$ cat src/rtl/reg_file_param.sv
// Parametrised register file: one write port, two combinational read ports,
// optional hard-wired zero register, optional write-to-read bypass and a
// multi-cycle bulk-clear sweep that wipes the file without a global reset.
module reg_file_param #(
  parameter int unsigned DATA_W  = 32,
  parameter int unsigned ADDR_W  = 5,
  parameter bit          ZERO_R0 = 1'b1,
  parameter bit          BYPASS  = 1'b1
) (
  input  logic              clk,
  input  logic              Reset,
  input  logic              Wenable,
  input  logic [ADDR_W-1:0] WrtAddress,
  input  logic [DATA_W-1:0] DataIn,
  input  logic [ADDR_W-1:0] RdAddress1,
  input  logic [ADDR_W-1:0] RdAddress2,
  output logic [DATA_W-1:0] DataA,
  output logic [DATA_W-1:0] DataB,
  input  logic              Clear,
  output logic              Busy
);

  localparam int unsigned DEPTH = 1 << ADDR_W;
  localparam logic [ADDR_W-1:0] LastIdx = '1;

  localparam logic [0:0] StIdle  = 1'b0;
  localparam logic [0:0] StClear = 1'b1;

  logic [DATA_W-1:0] mem_q [DEPTH];
  logic [DATA_W-1:0] mem_d [DEPTH];
  logic [0:0]        state_q, state_d;
  logic [ADDR_W-1:0] idx_q, idx_d;

  logic write_ok;
  logic byp_a, byp_b;

  // Writes to r0 are discarded when it is hard-wired to zero.
  assign write_ok = Wenable && !(ZERO_R0 && (WrtAddress == '0));

  // Next-state: normal writes and sweep start in IDLE, one entry zeroed per cycle in CLEAR.
  always_comb begin
    mem_d   = mem_q;
    state_d = state_q;
    idx_d   = idx_q;
    if (state_q == StIdle) begin
      // A write on the Clear edge still lands; the sweep erases it afterwards.
      if (write_ok) begin
        mem_d[WrtAddress] = DataIn;
      end
      if (Clear) begin
        state_d = StClear;
        idx_d   = '0;
      end
    end else begin
      mem_d[idx_q] = '0;
      idx_d        = idx_q + 1'b1;
      if (idx_q == LastIdx) begin
        state_d = StIdle;
      end
    end
  end

  // State registers with synchronous, dominant reset.
  always_ff @(posedge clk) begin
    if (Reset) begin
      mem_q   <= '{default: '0};
      state_q <= StIdle;
      idx_q   <= '0;
    end else begin
      mem_q   <= mem_d;
      state_q <= state_d;
      idx_q   <= idx_d;
    end
  end

  // Forwarding only applies to writes that would actually commit this edge.
  assign byp_a = BYPASS && (state_q == StIdle) && write_ok && (RdAddress1 == WrtAddress);
  assign byp_b = BYPASS && (state_q == StIdle) && write_ok && (RdAddress2 == WrtAddress);

  // Read port A: zero register overrides bypass, bypass overrides storage.
  always_comb begin
    DataA = byp_a ? DataIn : mem_q[RdAddress1];
    if (ZERO_R0 && (RdAddress1 == '0)) begin
      DataA = '0;
    end
  end

  // Read port B: same priority as port A.
  always_comb begin
    DataB = byp_b ? DataIn : mem_q[RdAddress2];
    if (ZERO_R0 && (RdAddress2 == '0)) begin
      DataB = '0;
    end
  end

  assign Busy = (state_q == StClear);

endmodule

$ cat config.mk
export PLATFORM = sky130hd
export DESIGN_NAME = reg_file_param
export DESIGN_NICKNAME = d
export VERILOG_FILES = /design/src/rtl/reg_file_param.sv
export SDC_FILE = /design/constraint.sdc
export NUM_CORES = 2
export LEC_CHECK = 0
export CORE_UTILIZATION = 55
export CTS_BUF_LIST = sky130_fd_sc_hd__clkbuf_4
export DETAILED_ROUTE_END_ITERATION = 7
export PLACE_DENSITY = 0.82
export SYNTH_ARGS = -nofsm -noshare
export SYNTH_HDL_FRONTEND = slang
export SYNTH_SLANG_ARGS = --single-unit
$ cat constraint.sdc
create_clock -name clk -period 2 [get_ports clk]
set_input_delay 0.3 -clock clk [delete_from_list [all_inputs] [get_ports clk]]
set_output_delay 0.3 -clock clk [all_outputs]
set_load 0.05 [all_outputs]
==> results of run 1 <==
==> cell usage after synthesis (5+ instances only) <==
| library cell | number | area [µm²] |
|---|---|---|
| buf_1 | 17 | 63.8 |
| o22a_1 | 31 | 272 |
| dfxtp_1 | 1030 | 20600 |
| ha_1 | 5 | 62.6 |
| o31ai_1 | 39 | 293 |
| buf_6 | 13 | 146 |
| nor3_1 | 7 | 35.0 |
| xnor2_1 | 7 | 61.3 |
| nor3_4 | 16 | 260 |
| a22oi_1 | 928 | 6970 |
| and2_1 | 35 | 219 |
| nor2b_1 | 13 | 81.3 |
| o21ai_1 | 25 | 125 |
| buf_4 | 32 | 240 |
| clkbuf_1 | 402 | 1510 |
| o221ai_1 | 49 | 429 |
| or3_1 | 51 | 319 |
| nand3_1 | 7 | 35.0 |
| a22o_1 | 70 | 613 |
| o2111ai_1 | 12 | 105 |
| nor3b_1 | 6 | 45.0 |
| o311a_1 | 26 | 260 |
| inv_1 | 8 | 30.0 |
| a31oi_1 | 39 | 244 |
| nor2_1 | 995 | 3730 |
| a211oi_1 | 13 | 97.6 |
| mux4_2 | 365 | 8220 |
| mux2_2 | 114 | 1280 |
| o21ai_0 | 10 | 50.1 |
| clkbuf_2 | 11 | 55.1 |
| mux2i_1 | 188 | 1880 |
| buf_12 | 5 | 100 |
| a221oi_1 | 62 | 543 |
| nand2b_1 | 10 | 62.6 |
| o22ai_1 | 79 | 494 |
| nand2_1 | 25 | 93.8 |
| buf_2 | 186 | 931 |
| nor3_2 | 11 | 110 |
| o211ai_1 | 66 | 495 |
| a21oi_1 | 51 | 255 |
==> through the flow <==
step	worst slack (ns)	hold slack, ns	cell area, µm²	utilization, %
after CTS	-1.39	0.00985	66500	71.3
after detailed placement	-1.12	0.473	61900	66.3
after global placement	-1.08	0.465	61900	66.3
after floorplan	-0.321	0.441	53100	-
==> cell families after synthesis <==
group / Yosys count / synth area share (%)
compound gates: 1506 / 21.8
xor+xnor: 10 / 0.169
fa+ha+maj: 5 / 0.121
buf+inv: 678 / 6.02
flops: 1030 / 39.8
mux: 669 / 22.0
simple gates: 1202 / 10.1
==> routing by layer <==
layer	GRT usage [%]	GRT overflow
met5	40.7	0
met4	64.1	18
met3	58.5	3
met2	77.7	24
met1	66.4	1
==> what timing repair did <==
| action | CTS |
|---|---|
| hold buffers | 4 |
| resized for setup | 146 |
| pin swaps | 46 |
| setup endpoints to repair | 595 |
| endpoints found under the hold margin | 991 |
| buffers inserted | 28 |
| gates cloned | 20 |
==> summary.txt, run 1 <==
Outcome
  • Last stage reached: global routing (5_1_grt)
  • Error msg: [ERROR GRT-0232] Routing congestion too high. Check the congestion heatmap in the GUI.
  • Status: stopped before the end

STA
  • Worst_ep grt: DataA[2]
  • Worst_ep kind: output port

Logic synthesis
  • Ys Warns: 0
  • Avg Cell Area, Syn: 10.2 µm²
  • Most used DFF post-synth: dfxtp_1
  • Synth unique cells: 63
  • Netlist area before placement: 51800 µm²
  • Syn Nets: 5156
  • Post-synthesis register bit count: 1030
  • Post-synth EDFFs: 0
  • Seq/Total Area, Yosys: 39.8%
  • Syn Inst Count: 5100
  • Synth async-reset ratio: 0%

Floorplanning
  • Number of I/O pins: 116
  • Die W: 309 µm
  • Die height: 309 µm
  • Number of core rows: 112
  • Starting Density: 55.6%

Placed design
  • Number of port buffers: 115
  • HPWL after DPL: 148 mm
  • DP Cell Count: 6590
  • GPL Wtd Cong: 1.12

CTS
  • Total CTS buffers: 279
  • H-tree depth: 5
  • CTS Buffer Depth: 4
  • Clk root buf: clkbuf_4
  • Clock sink count: 1030

Global routing
  • Gr ovfl total: 46
  • Overall Global Routing Usage: 66.8%
  • Largest net degree at the start of global routing: 154
==> run 2, diff against run 1 <==
- CORE_UTILIZATION: 55 -> 40
- CTS_BUF_LIST: sky130_fd_sc_hd__clkbuf_4 -> unset
- PLACE_DENSITY: 0.82 -> unset
- PLACE_DENSITY_LB_ADDON: unset -> 0.15
- clock period: 2 -> 2.6 ns (I/O delays scaled with it)
==> summary.txt, run 2 <==
Outcome
  • Status: finished with violations
  • Failing checks: setup timing

Routing
  • DRT Pass-1 Iters: 8
  • Wire per inst: 33.1 µm
  • Via Count: 47840
  • DR vias/cell: 6.67
  • Routed wire length: 237 mm
  • Detail Route Antenna Nets: 0
  • DR DRC count: 0
  • DR iter-0 viols: 6841

Pwr
  • Cell leakage power: 24.4 nW
  • Worst vdd ir: 553 µV
  • Power per cell area: 584 nW/µm²
  • Pwr Total: 39.1 mW

CTS
  • Total CTS buffers: 114
  • Worst-Skew Late Latency: 0.77 ns
  • CTS tree: yes
  • Clock sink count: 1030
  • Clock transition at the registers of the reported paths: 0.07 ns
  • CTS Buffer Depth: 3
  • H-tree depth: 3
  • Cts hold-fix bufs: 0
  • Clk root buf: clkbuf_16

STA
  • Slack of the critical path: -0.499 ns
  • Setup_tns: -23.58 ns
  • Setup Skew: 0.0346 ns
  • Final setup vio count: 64
  • Final hold violation count: 0
  • Period utilization: 119%
  • Max-slew headroom: 20.0%
  • F_max: 323 MHz
  • Slew @ Worst Pin: 1.20 ns
  • Minimum clock period: 3.10 ns
  • RSZ-0062 raised after global routing: true
  • Slew Limit Fails: 0

Min path
  • Min-Delay Path Class: in2reg

Logic synthesis
  • Post-synth EDFFs: 0
  • Largest cells by area after synthesis: dfxtp_1 (40%), mux4_2 (16%), a22oi_1 (13%), nor2_1 (7.2%), mux2i_1 (3.6%)
  • Most numerous cell in the Yosys netlist: dfxtp_1
  • Yosys top cell area share: 39.8%
  • Post-synthesis register bit count: 1030
  • Synth unique cells: 63
  • Netlist area before placement: 51800 µm²
  • Syn Nets: 5156
  • Synth async-reset ratio: 0%
  • Ys Warns: 0
  • Syn Inst Count: 5100
  • Most used DFF post-synth: dfxtp_1
  • Synth top cells by count: dfxtp_1 (1030), nor2_1 (995), a22oi_1 (928)
  • Avg Cell Area, Syn: 10.2 µm²
  • Seq/Total Area, Yosys: 39.8%
  • Synth area leader: dfxtp_1

Setup path
  • Worst Setup Start Kind: register
  • Crit Path Max Fanout: 5
  • CP arrival: 2.71 ns
  • Worst Setup End Kind: output pin
  • Critical Path RT: 2.21 ns
  • Critical path class: reg2out

Global routing
  • Largest net degree at the start of global routing: 124
  • Overall Global Routing Usage: 35.3%
  • Antenna violations before repair: 14
  • Vias in the first global route: 45925
  • Gr ovfl total: 0
  • First-pass GRT wire length: 337 mm

Placed design
  • Setup WS pre-CTS: -0.863 ns
  • GPL Wtd Cong: 0.966
  • Number of port buffers: 115
  • DP Cell Count: 6915
  • HPWL after DPL: 157 mm

Final layout
  • Layout cells sized above 1: 31.8%
  • Area growth syn-to-layout: 29.2%
  • Most frequent cells in the layout: nor2_1 (991), dfxtp_1 (969), a22oi_1 (928)
  • Util after Layout: 52.3%
  • # fillers: 11245
  • Most flops, register: mem_q
  • Max reg flops: 1024
  • Commonest non-fill, non-tap cell in the layout: nor2_1
  • Final net count: 5408
  • Non-filler cells, final: 7173

Floorplanning
  • Starting Density: 40.5%
  • Core region area: 128000 µm²
  • Die W: 362 µm
  • Die ar.: 131000 µm²
  • Die height: 362 µm
  • Number of core rows: 131
  • Number of I/O pins: 116

Flow run
  • Max-Cap Viols: 0
[run 2: cell counts after synthesis]
Identical to the previous run, type by type.
[run 2: stage by stage]
step	cell area [µm²]	hold WS, ns
final	67000	0.0612
after global routing	67000	0.0584
after CTS	66800	0.0188
after detailed placement	61200	0.468
after global placement	61200	0.466
after floorplan	52300	0.443
[run 2: metal layers]
| metal | up-vias | share of wire [%] | GRT usage [%] |
|---|---|---|---|
| met5 | - | 0.020 | 0 |
| met4 | 6 | 5.9 | 18.3 |
| met3 | 714 | 12 | 9.09 |
| met2 | 3156 | 43 | 52.7 |
| met1 | 23930 | 39 | 47.0 |
| li1 | 20034 | - | - |
[run 2: final timing paths]
path | slack, ns | start | end | cells after the start
min reg2reg | 0.48 | mem_q[368]$_SDFFE_PP0P_ | mem_q[368]$_SDFFE_PP0P_ | 1
max reg2reg | 0.26 | Busy$_SDFF_PP0_ | mem_q[162]$_SDFFE_PP0P_ | 7
min | 0.06 | Reset | Busy$_SDFF_PP0_ | 2
max | -0.50 | Busy$_SDFF_PP0_ | DataB[9] | 8
[run 2: cell families after synthesis]
logic type | count (synthesis) | synth area share, %
AOI/OAI and AO/OA | 1506 | 21.8
buffers and inverters | 678 | 6.02
DFF | 1030 | 39.8
xor gates and xnor gates | 10 | 0.169
adders and majority gates | 5 | 0.121
muxes | 669 | 22.0
and+or+nand+nor | 1202 | 10.1
[run 2: cell type report]
type | count | area [µm²] | area share (%)
Inverter | 8 | 30.0 | 0.0448
Sequential cell | 1030 | 20700 | 30.9
Tap cell | 1729 | 2160 | 3.23
Clock buffer | 150 | 3240 | 4.83
Antenna cell | 4 | 10.0 | 0.0149
Clock inverter | 54 | 718 | 1.07
Multi-Input combinational cell | 3394 | 30000 | 44.8
Timing Repair Buffer | 804 | 10100 | 15.1
[run 2: repair_timing]
action	CTS	global route
pin swaps	96	40
setup endpoints to repair	64	64
setup buffers	47	4
cloned	15	0
gates resized for setup	239	55
[run 2: critical path: stages (launching register included)]
cell	delay [ns]
dfxtp_2	0.32
inv_2	0.07
o311ai_4	0.12
or3_4	0.51
buf_4	0.19
buf_16	0.15
o211ai_1	0.10
o311a_1	0.32
buf_12	0.17
[run 2: where the power goes]
| part | total (mW) | switching, mW | internal, mW | leakage, nW |
|---|---|---|---|---|
| Sequential | 15.9 | 0.0690 | 15.9 | 8.33 |
| Combinational | 5.75 | 3.44 | 2.31 | 14.1 |
| Clock | 17.4 | 7.19 | 10.2 | 1.96 |
Note: power is estimated with default switching activity, not from simulation.
